==> src/rtl/seg14_scroll_driver.sv <==
// seg14_scroll_driver: runtime-loadable character buffer, 14-segment decode, one-hot digit scan and scroll.
// Optional blink masking of segm is compiled in with `define SEG14_BLINK_EN.
module seg14_scroll_driver #(
    parameter int NUM_DIGITS  = 12,
    parameter int MSG_DEPTH   = 32,
    parameter int REFRESH_DIV = 1,
    parameter int SCROLL_DIV  = 64
) (
    input  logic                         clk,
    input  logic                         rst,
    input  logic                         wr_en,
    input  logic [$clog2(MSG_DEPTH)-1:0] wr_addr,
    input  logic [5:0]                   wr_data,
    input  logic [5:0]                   msg_len,
    input  logic                         scroll_en,
    input  logic                         blink,
    output logic                         frame_start,
    output logic [NUM_DIGITS-1:0]        sel,
    output logic [13:0]                  segm
);
    localparam int AW = $clog2(MSG_DEPTH);
    localparam int LW = AW + 1;
    localparam int SW = LW + 1;
    localparam int DW = (NUM_DIGITS > 1) ? $clog2(NUM_DIGITS) : 1;
    localparam int PW = (REFRESH_DIV > 1) ? $clog2(REFRESH_DIV) : 1;
    localparam int FW = (SCROLL_DIV > 1) ? $clog2(SCROLL_DIV) : 1;

    // Segment order, bit 13 down to 0: a b c d e f g1 g2 h i j k l m.
    function automatic logic [13:0] glyph(input logic [5:0] code);
        logic [13:0] g;
        case (code)
            6'd1:  g = 14'b11101111000000; // A
            6'd2:  g = 14'b11110001010010; // B
            6'd3:  g = 14'b10011100000000; // C
            6'd4:  g = 14'b11110000010010; // D
            6'd5:  g = 14'b10011110000000; // E
            6'd6:  g = 14'b10001110000000; // F
            6'd7:  g = 14'b10111101000000; // G
            6'd8:  g = 14'b01101111000000; // H
            6'd9:  g = 14'b10010000010010; // I
            6'd10: g = 14'b01111000000000; // J
            6'd11: g = 14'b00001110001100; // K
            6'd12: g = 14'b00011100000000; // L
            6'd13: g = 14'b01101100101000; // M
            6'd14: g = 14'b01101100100100; // N
            6'd15: g = 14'b11111100000000; // O
            6'd16: g = 14'b11001111000000; // P
            6'd17: g = 14'b11111100000100; // Q
            6'd18: g = 14'b11001111000100; // R
            6'd19: g = 14'b10110111000000; // S
            6'd20: g = 14'b10000000010010; // T
            6'd21: g = 14'b01111100000000; // U
            6'd22: g = 14'b00001100001001; // V
            6'd23: g = 14'b01101100000101; // W
            6'd24: g = 14'b00000000101101; // X
            6'd25: g = 14'b00000000101010; // Y
            6'd26: g = 14'b10010000001001; // Z
            6'd27: g = 14'b11111100001001; // 0
            6'd28: g = 14'b01100000001000; // 1
            6'd29: g = 14'b11011011000000; // 2
            6'd30: g = 14'b11110001000000; // 3
            6'd31: g = 14'b01100111000000; // 4
            6'd32: g = 14'b10110111000000; // 5
            6'd33: g = 14'b10111111000000; // 6
            6'd34: g = 14'b11100000000000; // 7
            6'd35: g = 14'b11111111000000; // 8
            6'd36: g = 14'b11110111000000; // 9
            default: g = '0;
        endcase
        return g;
    endfunction

    logic [PW-1:0] pre_q, pre_d;
    logic          tick, active_q, upd_q;
    logic [DW-1:0] d_q, d_d;
    logic [LW-1:0] len_q, len_d, len_new;
    logic [AW-1:0] off_q, off_d, off_base;
    logic [FW-1:0] fc_q, fc_d;
    logic          boundary, fc_wrap, last_digit;

    // The first tick after reset opens frame 0 without counting as a completed frame.
    always_comb begin
        tick       = (pre_q == PW'(REFRESH_DIV - 1));
        pre_d      = tick ? '0 : pre_q + PW'(1);
        last_digit = (d_q == DW'(NUM_DIGITS - 1));
        fc_wrap    = (fc_q == FW'(SCROLL_DIV - 1));
        boundary   = tick && (!active_q || last_digit);
        len_new    = (int'(msg_len) > MSG_DEPTH) ? LW'(MSG_DEPTH) : LW'(msg_len);
        d_d        = d_q;
        len_d      = len_q;
        off_d      = off_q;
        fc_d       = fc_q;
        off_base   = '0;
        if (tick && active_q && !last_digit) d_d = d_q + DW'(1);
        if (boundary) begin
            d_d   = '0;
            len_d = len_new;
            if (len_new > LW'(NUM_DIGITS)) begin
                off_base = ({1'b0, off_q} >= len_new) ? '0 : off_q;
                if (active_q && fc_wrap && scroll_en)
                    off_d = (({1'b0, off_base} + LW'(1)) == len_new) ? '0 : off_base + AW'(1);
                else
                    off_d = off_base;
            end else begin
                off_d = '0;
            end
            if (active_q) fc_d = fc_wrap ? '0 : fc_q + FW'(1);
        end
    end

    always_ff @(posedge clk or posedge rst) begin
        if (rst) begin
            pre_q    <= '0;
            active_q <= 1'b0;
            upd_q    <= 1'b0;
            d_q      <= '0;
            len_q    <= '0;
            off_q    <= '0;
            fc_q     <= '0;
        end else begin
            pre_q    <= pre_d;
            active_q <= active_q | tick;
            upd_q    <= tick;
            d_q      <= d_d;
            len_q    <= len_d;
            off_q    <= off_d;
            fc_q     <= fc_d;
        end
    end

    logic [SW-1:0] sum;
    logic [AW-1:0] rd_addr;
    logic          rd_blank;

    // offset < L and d < NUM_DIGITS < L, so one conditional subtract is a full modulo.
    always_comb begin
        sum = SW'(off_q) + SW'(d_q);
        if (sum >= SW'(len_q)) sum = sum - SW'(len_q);
        if (len_q > LW'(NUM_DIGITS)) begin
            rd_addr  = AW'(sum);
            rd_blank = 1'b0;
        end else begin
            rd_addr  = AW'(d_q);
            rd_blank = (LW'(d_q) >= len_q);
        end
    end

    logic [5:0] mem_q [MSG_DEPTH];

    always_ff @(posedge clk or posedge rst) begin
        if (rst) begin
            for (int i = 0; i < MSG_DEPTH; i++) mem_q[i] <= '0;
        end else if (wr_en) begin
            mem_q[wr_addr] <= wr_data;
        end
    end

    logic          p1_vld_q, p1_new_q, p1_blank_q;
    logic [DW-1:0] p1_d_q;
    logic [5:0]    p1_char_q;
    logic [NUM_DIGITS-1:0] sel_d;
    logic [13:0]   segm_d;
    logic          fs_d;

`ifdef SEG14_BLINK_EN
    logic phase_q, p1_ph_q;

    always_ff @(posedge clk or posedge rst) begin
        if (rst) begin
            phase_q <= 1'b0;
            p1_ph_q <= 1'b0;
        end else begin
            if (boundary && active_q && fc_wrap) phase_q <= ~phase_q;
            p1_ph_q <= phase_q;
        end
    end
`else
    logic blink_unused;
    assign blink_unused = blink;
`endif

    // Stage 1 reads the buffer with the old word on a same-address write.
    always_ff @(posedge clk or posedge rst) begin
        if (rst) begin
            p1_vld_q   <= 1'b0;
            p1_new_q   <= 1'b0;
            p1_blank_q <= 1'b0;
            p1_d_q     <= '0;
            p1_char_q  <= '0;
        end else begin
            p1_vld_q   <= active_q;
            p1_new_q   <= upd_q;
            p1_blank_q <= rd_blank;
            p1_d_q     <= d_q;
            p1_char_q  <= mem_q[rd_addr];
        end
    end

    always_comb begin
        sel_d  = p1_vld_q ? (NUM_DIGITS'(1) << p1_d_q) : '0;
        segm_d = (p1_vld_q && !p1_blank_q) ? glyph(p1_char_q) : '0;
        fs_d   = p1_vld_q && p1_new_q && (p1_d_q == '0);
`ifdef SEG14_BLINK_EN
        if (blink && p1_ph_q) segm_d = '0;
`endif
    end

    always_ff @(posedge clk or posedge rst) begin
        if (rst) begin
            sel         <= '0;
            segm        <= '0;
            frame_start <= 1'b0;
        end else begin
            sel         <= sel_d;
            segm        <= segm_d;
            frame_start <= fs_d;
        end
    end
endmodule

==> config.mk <==
export PLATFORM = sky130hd
export DESIGN_NAME = seg14_scroll_driver
export DESIGN_NICKNAME = d
export VERILOG_FILES = /design/src/rtl/seg14_scroll_driver.sv
export SDC_FILE = /design/constraint.sdc
export NUM_CORES = 1
export LEC_CHECK = 0
export BUFFER_PORTS_ARGS = -buffer_cell sky130_fd_sc_hd__buf_4
export CORE_MARGIN = 8
export CORE_UTILIZATION = 45
export CTS_BUF_LIST = sky130_fd_sc_hd__clkbuf_8
export DETAILED_ROUTE_END_ITERATION = 8
export SLEW_MARGIN = 10
export SYNTH_ARGS = -nofsm -noshare
export SYNTH_HDL_FRONTEND = slang
export SYNTH_SLANG_ARGS = --single-unit
==> constraint.sdc <==
create_clock -name clk -period 17.2 [get_ports clk]
set_input_delay 0 -clock clk [delete_from_list [all_inputs] [get_ports clk]]
set_output_delay 0 -clock clk [all_outputs]
set_load 0.1 [all_outputs]
Word level (Yosys, flattened, before mapping)
Memory sizes are Yosys's and may differ from the RTL's.
Cells that the tools add are included.
- bits in latches: 0
- word-level logic and storage cells: 108
- output and inout port bits: 27
- RAM bits: 0
- memories: 1
- bits in registers: 256
- memory bits (read-only): 896
- bits of input ports: 22
- bitwise operators: 4
- $lt $le $gt $ge: 9
- muxes and demuxes: 20
- $add $sub $neg: 7
- div/mod/pow operators: 0
- shift-type cells: 1
- reductions and logical operators: 16
- multiply operators: 0
- equal/unequal tests: 3
- memories (memory ; depth ; width ; read ports ; clocked after memory_dff ; wr ports ; line ; source):
    (name not given) ; 64 ; 14 ; 1 ; 0 ; 0 ; 31 ; case (code)
- operators with widths (kind ; number):
    192-bit bitwise mux ; 1
    6-bit binary-select mux with 5-bit select ; 1
    6-bit demux with 5-bit select ; 1
    5-bit 2-to-1 mux ; 6
    6-bit 2-to-1 mux ; 5
    14-bit 2-to-1 mux ; 1
    6-bit >= comparator (second input constant) ; 2
    6-bit by 4-bit > comparator with 1-bit output (second input constant) ; 2
    12-bit 2-to-1 mux ; 1
    5-bit NOT with 6-bit output ; 2
    1-bit by 4-bit << shifter with 12-bit output (first input constant) ; 1
    1-bit logical AND ; 9
    4-bit 2-to-1 mux ; 2
    5-bit by 1-bit adder with 6-bit output (second input constant) ; 1
    5-bit by 4-bit adder with 6-bit output ; 1
    6-bit by 1-bit adder with 6-bit output (second input constant) ; 1
    6-bit equality test ; 1
    6-bit equality test (second input constant) ; 1
    4-bit by 6-bit >= comparator with 1-bit output ; 1
    5-bit by 6-bit >= comparator with 1-bit output ; 1
    6-bit >= comparator ; 1
    6-bit > comparator (second input constant) ; 1
    6-bit by 1-bit less-than comparator with 1-bit output (second input constant) ; 1
    5-bit by 1-bit adder with 5-bit output (second input constant) ; 1
    other kinds (12) ; 15

Logic depth before layout (Yosys ltp)
Gate-level depths: netlist of run 1.
- depth in word-level cells: 9
- mapped depth: 19
- gate-level depth less buffers: 16

Worst setup path before layout of run 1
No wires, ideal clock.
- kind: register -> register
- start: register d_q[0]
- end: register p1_char_q[5]
- clock period less this slack: 3.873 ns
- setup slack: 13.327 ns
- path buffers: 3
- data arrival time: 3.749 ns
- stages on the path, launching flop included: 20
- required time: 17.076 ns
- cells stage by stage: dfrtp_1 ha_1 inv_1 fa_1 nor2b_1 o21ai_1 a21boi_0 nor2_1 ha_1 and3_1 o21a_1 o21ai_1 nand3_2 buf_4 buf_4 buf_2 a221oi_1 o211ai_1 o2111ai_1 nor3_1
- word-level cells in the longest chain between the ends: 8
- elaborated cells between the ends (all ways): 9
- classes of those cells: 2 x add/sub; 1 x order compare; 5 x mux; 1 x bitwise
- ends and longest elaborated chain (item ; line ; source):
    start, declared ; 75 ; logic [DW-1:0] d_q, d_d;
    start signal, assigned ; 116 ; d_q <= '0;
    start signal, assigned ; 124 ; d_q <= d_d;
    5-bit by 4-bit adder with 6-bit output ; 137 ; sum = SW'(off_q) + SW'(d_q);
    5-bit subtractor / 6-bit >= comparator (equally long branches) ; 138 ; if (sum >= SW'(len_q)) sum = sum - SW'(len_q);
    5-bit 2-to-1 mux ; 138 ;
    5-bit 2-to-1 mux (*) ; 139 ; if (len_q > LW'(NUM_DIGITS)) begin
    5-bit NOT with 6-bit output (implied by the code) (*) ; 195 ; p1_char_q <= mem_q[rd_addr];
    6-bit binary-select mux with 5-bit select (*) ; 195 ;
    6-bit 2-to-1 mux (implied by the code) (*) (2 in a row) ; 195 ;
    end signal, assigned ; 195 ;
    end, declared ; 160 ; logic [5:0] p1_char_q;
Every way passes the cells marked *; elsewhere a longest branch is shown, timed or not. The select of a mux whose other input is x is not followed.
A chain may end at the register's enable or synchronous reset.

Worst setup path after layout of run 1
- start: register d_q[0]
- end: register p1_char_q[4]
Same word-level chain as after synthesis.

==> results of run 1 <==
[Yosys cell counts (all sizes together), types with 3 or more instances]
master     n
and2      32
a221o      8
xor2       6
o31ai      5
a221oi    23
o2bb2ai    5
a31oi      4
o311ai     3
mux2     195
nor3      21
o2111ai    5
a21boi     7
a2111oi    3
mux2i     12
nor3b     10
xnor2      6
nor2b     14
and3       8
ha        29
nor4       7
a32oi      4
o22ai      8
o21ai     24
clkbuf    38
nand3b     6
o21a       4
o211ai    17
nor2      61
inv       25
nand2b    12
buf       26
dfrtp    253
a21o       5
nand3     16
o221ai     3
nand2    129
a22oi     20
a21oi     84
a211oi     6
a22o      14
nand4      7
[state kept, by name, indices dropped and copies added (netlist names)]
signal       cells
sel             12
p1_char_q        6
len_q            6
segm            14
frame_start      1
p1_blank_q       1
mem_q          192
d_q              4
fc_q             6
p1_new_q         1
active_q         1
p1_d_q           4
off_q            5
[worst paths after layout]
path                            startpoint           end  slack [ns]  depth (start not counted)
worst max-delay path                d_q[0]  p1_char_q[4]       11.80                         17
worst min-delay path            wr_data[2]     mem_q[86]        0.03                          2
worst max register to register      d_q[0]  p1_char_q[4]       11.80                         17
worst min register to register  mem_q[182]    mem_q[182]        0.50                          1
max in group asynchronous              rst     mem_q[20]       15.61                          4
min in group asynchronous              rst   frame_start        0.17                          3
[stage by stage]
step	util	power, mW	setup WS (ns)
floorplan	-	1.30	10.24
global placement	0.477	1.45	11.89
detailed placement	0.477	1.46	11.85
CTS	0.506	1.96	11.84
global route	0.506	2.07	11.46
finish	0.506	1.95	11.80
[logic make-up (layout without fill, tap and decap cells)]
kind of cell,Yosys count,after routing,share of synthesized area
buf+inv,89,157,0.0296
mux,207,207,0.178
other cells,1,1,0.000288
xor+xnor,12,12,0.00806
flops,253,253,0.486
fa+ha+maj,31,31,0.0309
compound gates,262,262,0.142
simple gates,333,333,0.126
[report_power, final]
part / internal [mW] / switching [mW]
Sequential: 0.705 / 0.0845
Clock: 0.257 / 0.232
Combinational: 0.256 / 0.413
Total: 1.22 / 0.729
[per-layer routing]
layer | up-vias | GRT usage | wire (um)
met5 | - | 0 | 0
met4 | 0 | 0.0581 | 614
met1 | 4725 | 0.264 | 14900
li1 | 4434 | - | -
met2 | 212 | 0.309 | 15200
met3 | 52 | 0.0315 | 1630
[cell usage in the layout, fill, tap and decap left out, types with 6 or more instances in the layout]
master / n
nor2b_1: 14
a22oi_1: 20
xor2_1: 6
a221oi_1: 23
xnor2_1: 6
mux2_2: 194
and3_1: 6
a211oi_1: 6
nand2b_1: 12
dfrtp_1: 253
a22o_1: 14
nor4_1: 6
nor2_1: 58
o22ai_1: 8
o211ai_1: 16
nor3b_1: 10
and2_1: 30
inv_1: 39
buf_4: 54
a221o_1: 8
dlygate4sd3_1: 9
nand3b_1: 6
nand3_1: 15
ha_1: 29
nand4_1: 7
mux2i_1: 12
nand2_1: 129
o21ai_0: 21
nor3_1: 20
clkbuf_8: 49
a21oi_1: 84
[final cells by class]
class / count / area [um^2] / share of cell area
repair buffers: 63 / 495 / 0.0342
inverters: 25 / 101 / 0.00699
multi-input cells: 846 / 6330 / 0.437
clock inverters: 20 / 83.8 / 0.00578
flip-flops and latches: 253 / 6330 / 0.437
clock buffers: 49 / 674 / 0.0465
well taps: 384 / 480 / 0.0331
[repair_timing]
item	CTS	global route
gates resized for setup	0	0
hold endpoints to repair	123	0
hold buffers	9	0
==> results.cfg, run 1 <==
[status]
status = complete, no violations

[global_route]
grt.overflow.total = 0
grt_pass1_wl_um = 52900
grt_max_degree = 115
grt_use_total = 0.192
grt_pass1_vias = 9653
antenna_found_initial = 0

[worst_setup_path]
setup.worst_path.end_class = register
crit_required_ns = 17.62
crit_top_cell = ha_1
path_class = register to register
critPathTopFamily = simple AND/OR/NAND/NOR gates
worstPathCellList = ha_1 -> inv_1 -> fa_1 -> nor2b_1 -> o21ai_1 -> a21boi_0 -> nor2_1 -> ha_1 -> and3_1 -> o21ai_2 -> nand3_1 -> nand3_2 -> buf_4 -> a221o_1 -> a211oi_1 -> or4_1 -> nor4_2
arrival_ns = 5.82
cpPeakStageDelay_ns = 0.70
cp_slowest_cell = buf_4
cp_max_fo = 78
critical_path_buf_inv_count = 2
cp-start-kind = register

[sta]
final.min_clock_period_ns = 5.40
setup_violations = 0
worst_pin_slew_ns = 1.03
rsz0062_at_grt = false
timing.final.crit_share = 0.314
slew_violations = 0
skew_ns = 0.00777
hold_violations = 0
final.setup.tns_ns = 0
fmax_mhz = 185
slew_headroom = 0.312
timing.hold.ws_ns = 0.0350

[route]
vias = 9423
drc = 0
viasPerCell = 5.75
drt_iter0_drc = 651
drt_first_pass_iters = 6
drtAntennaViolNets = 0
post_drt_wl_per_cell_um = 19.7
drt_wl_total_um = 32300

[finish]
finalInstanceArea_mm2 = 0.0145
areaGrowthSynthToFinish_pct = 11.2
n_fill_cell = 2631
antenna_cells = 0
final_cell_count_no_fill = 1640
nets = 1285
drive_above_1_share = 0.260

[logic_synthesis]
synth_seq_cells = 253
syn_area_mm2 = 0.0130
synth_enable_flop_cells = 0
syn_area_per_cell_um2 = 11.0
synth_warnings = 0
synth_top_cell_by_area = dfrtp_1
yosysUniqueCellTypes = 80
synth_top_cell_area_share = 0.486
synth_fp_nets = 1241
synth_flop_cell = dfrtp_1
synth_area_leaders = dfrtp_1 (49%), mux2_2 (17%), nand2_1 (3.7%)
syn-instance-count = 1188
async_flop_share = 1.00
yosysSeqAreaShare = 0.486

[power_and_ir_drop]
powerDensity_mw_per_mm2 = 134
peakVddDrop_uv = 80.8
p_leak_nw = 6.49

[floorplanning]
rows = 62
fp.dieW_um = 186
initial_utilization = 0.456
core_area_mm2 = 0.0286
die_h_um = 186
dieArea_mm2 = 0.0347
ios = 49

[place]
io_buffers = 47
placed_cell_area_mm2 = 0.0136
gp_congestion = 0.909
place_inst = 1562
hpwlAfterDp_um = 20700

[clock_tree]
cts_buffer_depth = 3
post_cts_buffers = 0
cts.sinks = 253
cts.clk_slew.worst_paths_ns = 0.06
root_buffer = clkbuf_8
clock_latency_ns = 0.54
htreeDepth = 2
cts_tree = done
cts_made_buffers = 43

[run]
maxCapViolations = 0

[hold_path]
hold_class = input pin to register
(Power assumes the default switching activity.)
==> run 2: changes to the inputs <==
==> constraint.sdc (replaced) <==
create_clock -name clk -period 5.6 [get_ports clk]
set_input_delay 0 -clock clk [delete_from_list [all_inputs] [get_ports clk]]
set_output_delay 0 -clock clk [all_outputs]
set_load 0.1 [all_outputs]
==> results.cfg, run 2 (same netlist as run 1, synthesis figures left out) <==
[sta]
timing.hold.ws_ns = 0.0344
skew_ns = 0.0128
worst_pin_slew_ns = 1.05
hold_violations = 0
slew_headroom = 0.297
final.min_clock_period_ns = 4.96
rsz0062_at_grt = false
slew_violations = 0
timing.final.crit_share = 0.885
final.setup.tns_ns = 0
setup_violations = 0
fmax_mhz = 202

[floorplanning]
ios = 49
initial_utilization = 0.456
dieArea_mm2 = 0.0347
rows = 62
core_area_mm2 = 0.0286
die_h_um = 186
fp.dieW_um = 186

[worst_setup_path]
setup.worst_path.end_class = register
cp_num_cells = 17
critical_path_buf_inv_count = 2
cp_max_fo = 16
cpPeakStageDelay_ns = 0.56
crit_required_ns = 6.00
worstPathCellList = ha_1 -> inv_1 -> fa_1 -> nor2b_1 -> o21ai_1 -> a21boi_0 -> nor2_1 -> ha_1 -> and3_1 -> o21ai_2 -> a32oi_2 -> nand2_1 -> buf_4 -> a21oi_1 -> a22o_1 -> a22o_1 -> nor4_1
path_class = register to register
r2r_start = d_q[0]
arrival_ns = 5.36
cp-startpoint = d_q[0]
cp_slowest_cell = nand2_1
cp-start-kind = register
r2r_cells = 17
critPathTopFamily = compound AO/OA/AOI/OAI gates

[finish]
fin_util = 0.514
drive_above_1_share = 0.267
final_common_cell = dfrtp_1
finalInstanceArea_mm2 = 0.0147
nets = 1298
final_cell_mix = dfrtp_1 (253), mux2_2 (194), nand2_1 (129), a21oi_1 (84), buf_4 (63)
largest_reg_flops = 192
regMostFlops = mem_q
top_regs = mem_q: 192 flops, segm: 14 flops, sel: 12 flops
areaGrowthSynthToFinish_pct = 12.9
antenna_cells = 0

[clock_tree]
cts_tree = done
clock_latency_ns = 0.55
cts.clk_slew.worst_paths_ns = 0.06
cts_made_buffers = 42
root_buffer = clkbuf_8
cts_buffer_depth = 3
cts.sinks = 253
htreeDepth = 2

[route]
viasPerCell = 5.69
drt_iter0_drc = 671
post_drt_wl_per_cell_um = 19.5
drc = 0
drtAntennaViolNets = 0
vias = 9448
drt_first_pass_iters = 5
drt_wl_total_um = 32400

[power_and_ir_drop]
peakVddDrop_uv = 223
finalPower_mw = 6.13
powerDensity_mw_per_mm2 = 417
p_leak_nw = 6.60

[hold_path]
min-delay-start = wr_data[0]
hold_class = input pin to register
holdPathStages = 2

[status]
status = complete, no violations

[place]
gp_congestion = 0.873
hpwlAfterDp_um = 21700
io_buffers = 47
placed_cell_area_mm2 = 0.0138

[global_route]
antenna_found_initial = 0
grt_pass1_vias = 9503
grt_pass1_wl_um = 52600
grt_max_degree = 187
grt.overflow.total = 0
grt_use_total = 0.191

[run]
maxCapViolations = 0
## run 2: repair_timing
action	in CTS	in global routing
endpoints found under the hold margin	107	0
setup buffers	0	0
hold buffers	10	0
gates resized for setup	0	0
## run 2: path summary, 6_finish.rpt
check	end	slack, ns
worst max-delay path	p1_char_q[1]	0.64
worst min-delay path	mem_q[60]	0.03
max in group asynchronous	mem_q[7]	3.70
min in group asynchronous	segm[3]	0.59
worst min register to register	fc_q[5]	0.48
worst max register to register	p1_char_q[1]	0.64
## run 2: metal layers
layer	global-route usage	share of wire
met5	0	0
met4	0.0537	0.021
met3	0.0282	0.053
met2	0.315	0.47
met1	0.258	0.45
## run 2: layout make-up
type / instances / area (um^2)
Multi-Input combinational cell: 846 / 6330
Sequential cell: 253 / 6330
Clock buffer: 51 / 702
Fill cell: 2610 / 13900
Inverter: 25 / 97.6
Tap cell: 384 / 480
Timing Repair Buffer: 77 / 653
Clock inverter: 23 / 126
## run 2: worst register-to-register path, cell delays in order, from the launching register on
cell	delay, ns
dfrtp_1	0.47
ha_1	0.21
inv_1	0.05
fa_1	0.40
nor2b_1	0.13
o21ai_1	0.07
a21boi_0	0.40
nor2_1	0.10
ha_1	0.35
and3_1	0.22
o21ai_2	0.30
a32oi_2	0.20
nand2_1	0.56
buf_4	0.33
a21oi_1	0.07
a22o_1	0.24
a22o_1	0.30
nor4_1	0.43
## run 2: report_power, final
group          leakage, nW  internal, mW  switching [mW]  total (mW)
Clock                0.485         0.868           0.729        1.60
Combinational         2.86         0.833            1.27        2.10
Sequential            3.26          2.16           0.271        2.44
## run 2: per-stage QoR
step           worst slack [ns]  cells
2_1_floorplan              1.73   1188
3_3_place_gp              0.716   1575
3_5_place_dp              0.702   1575
4_1_cts                   0.692   1659
5_1_grt                   0.344   1659
6_report                  0.643   1659
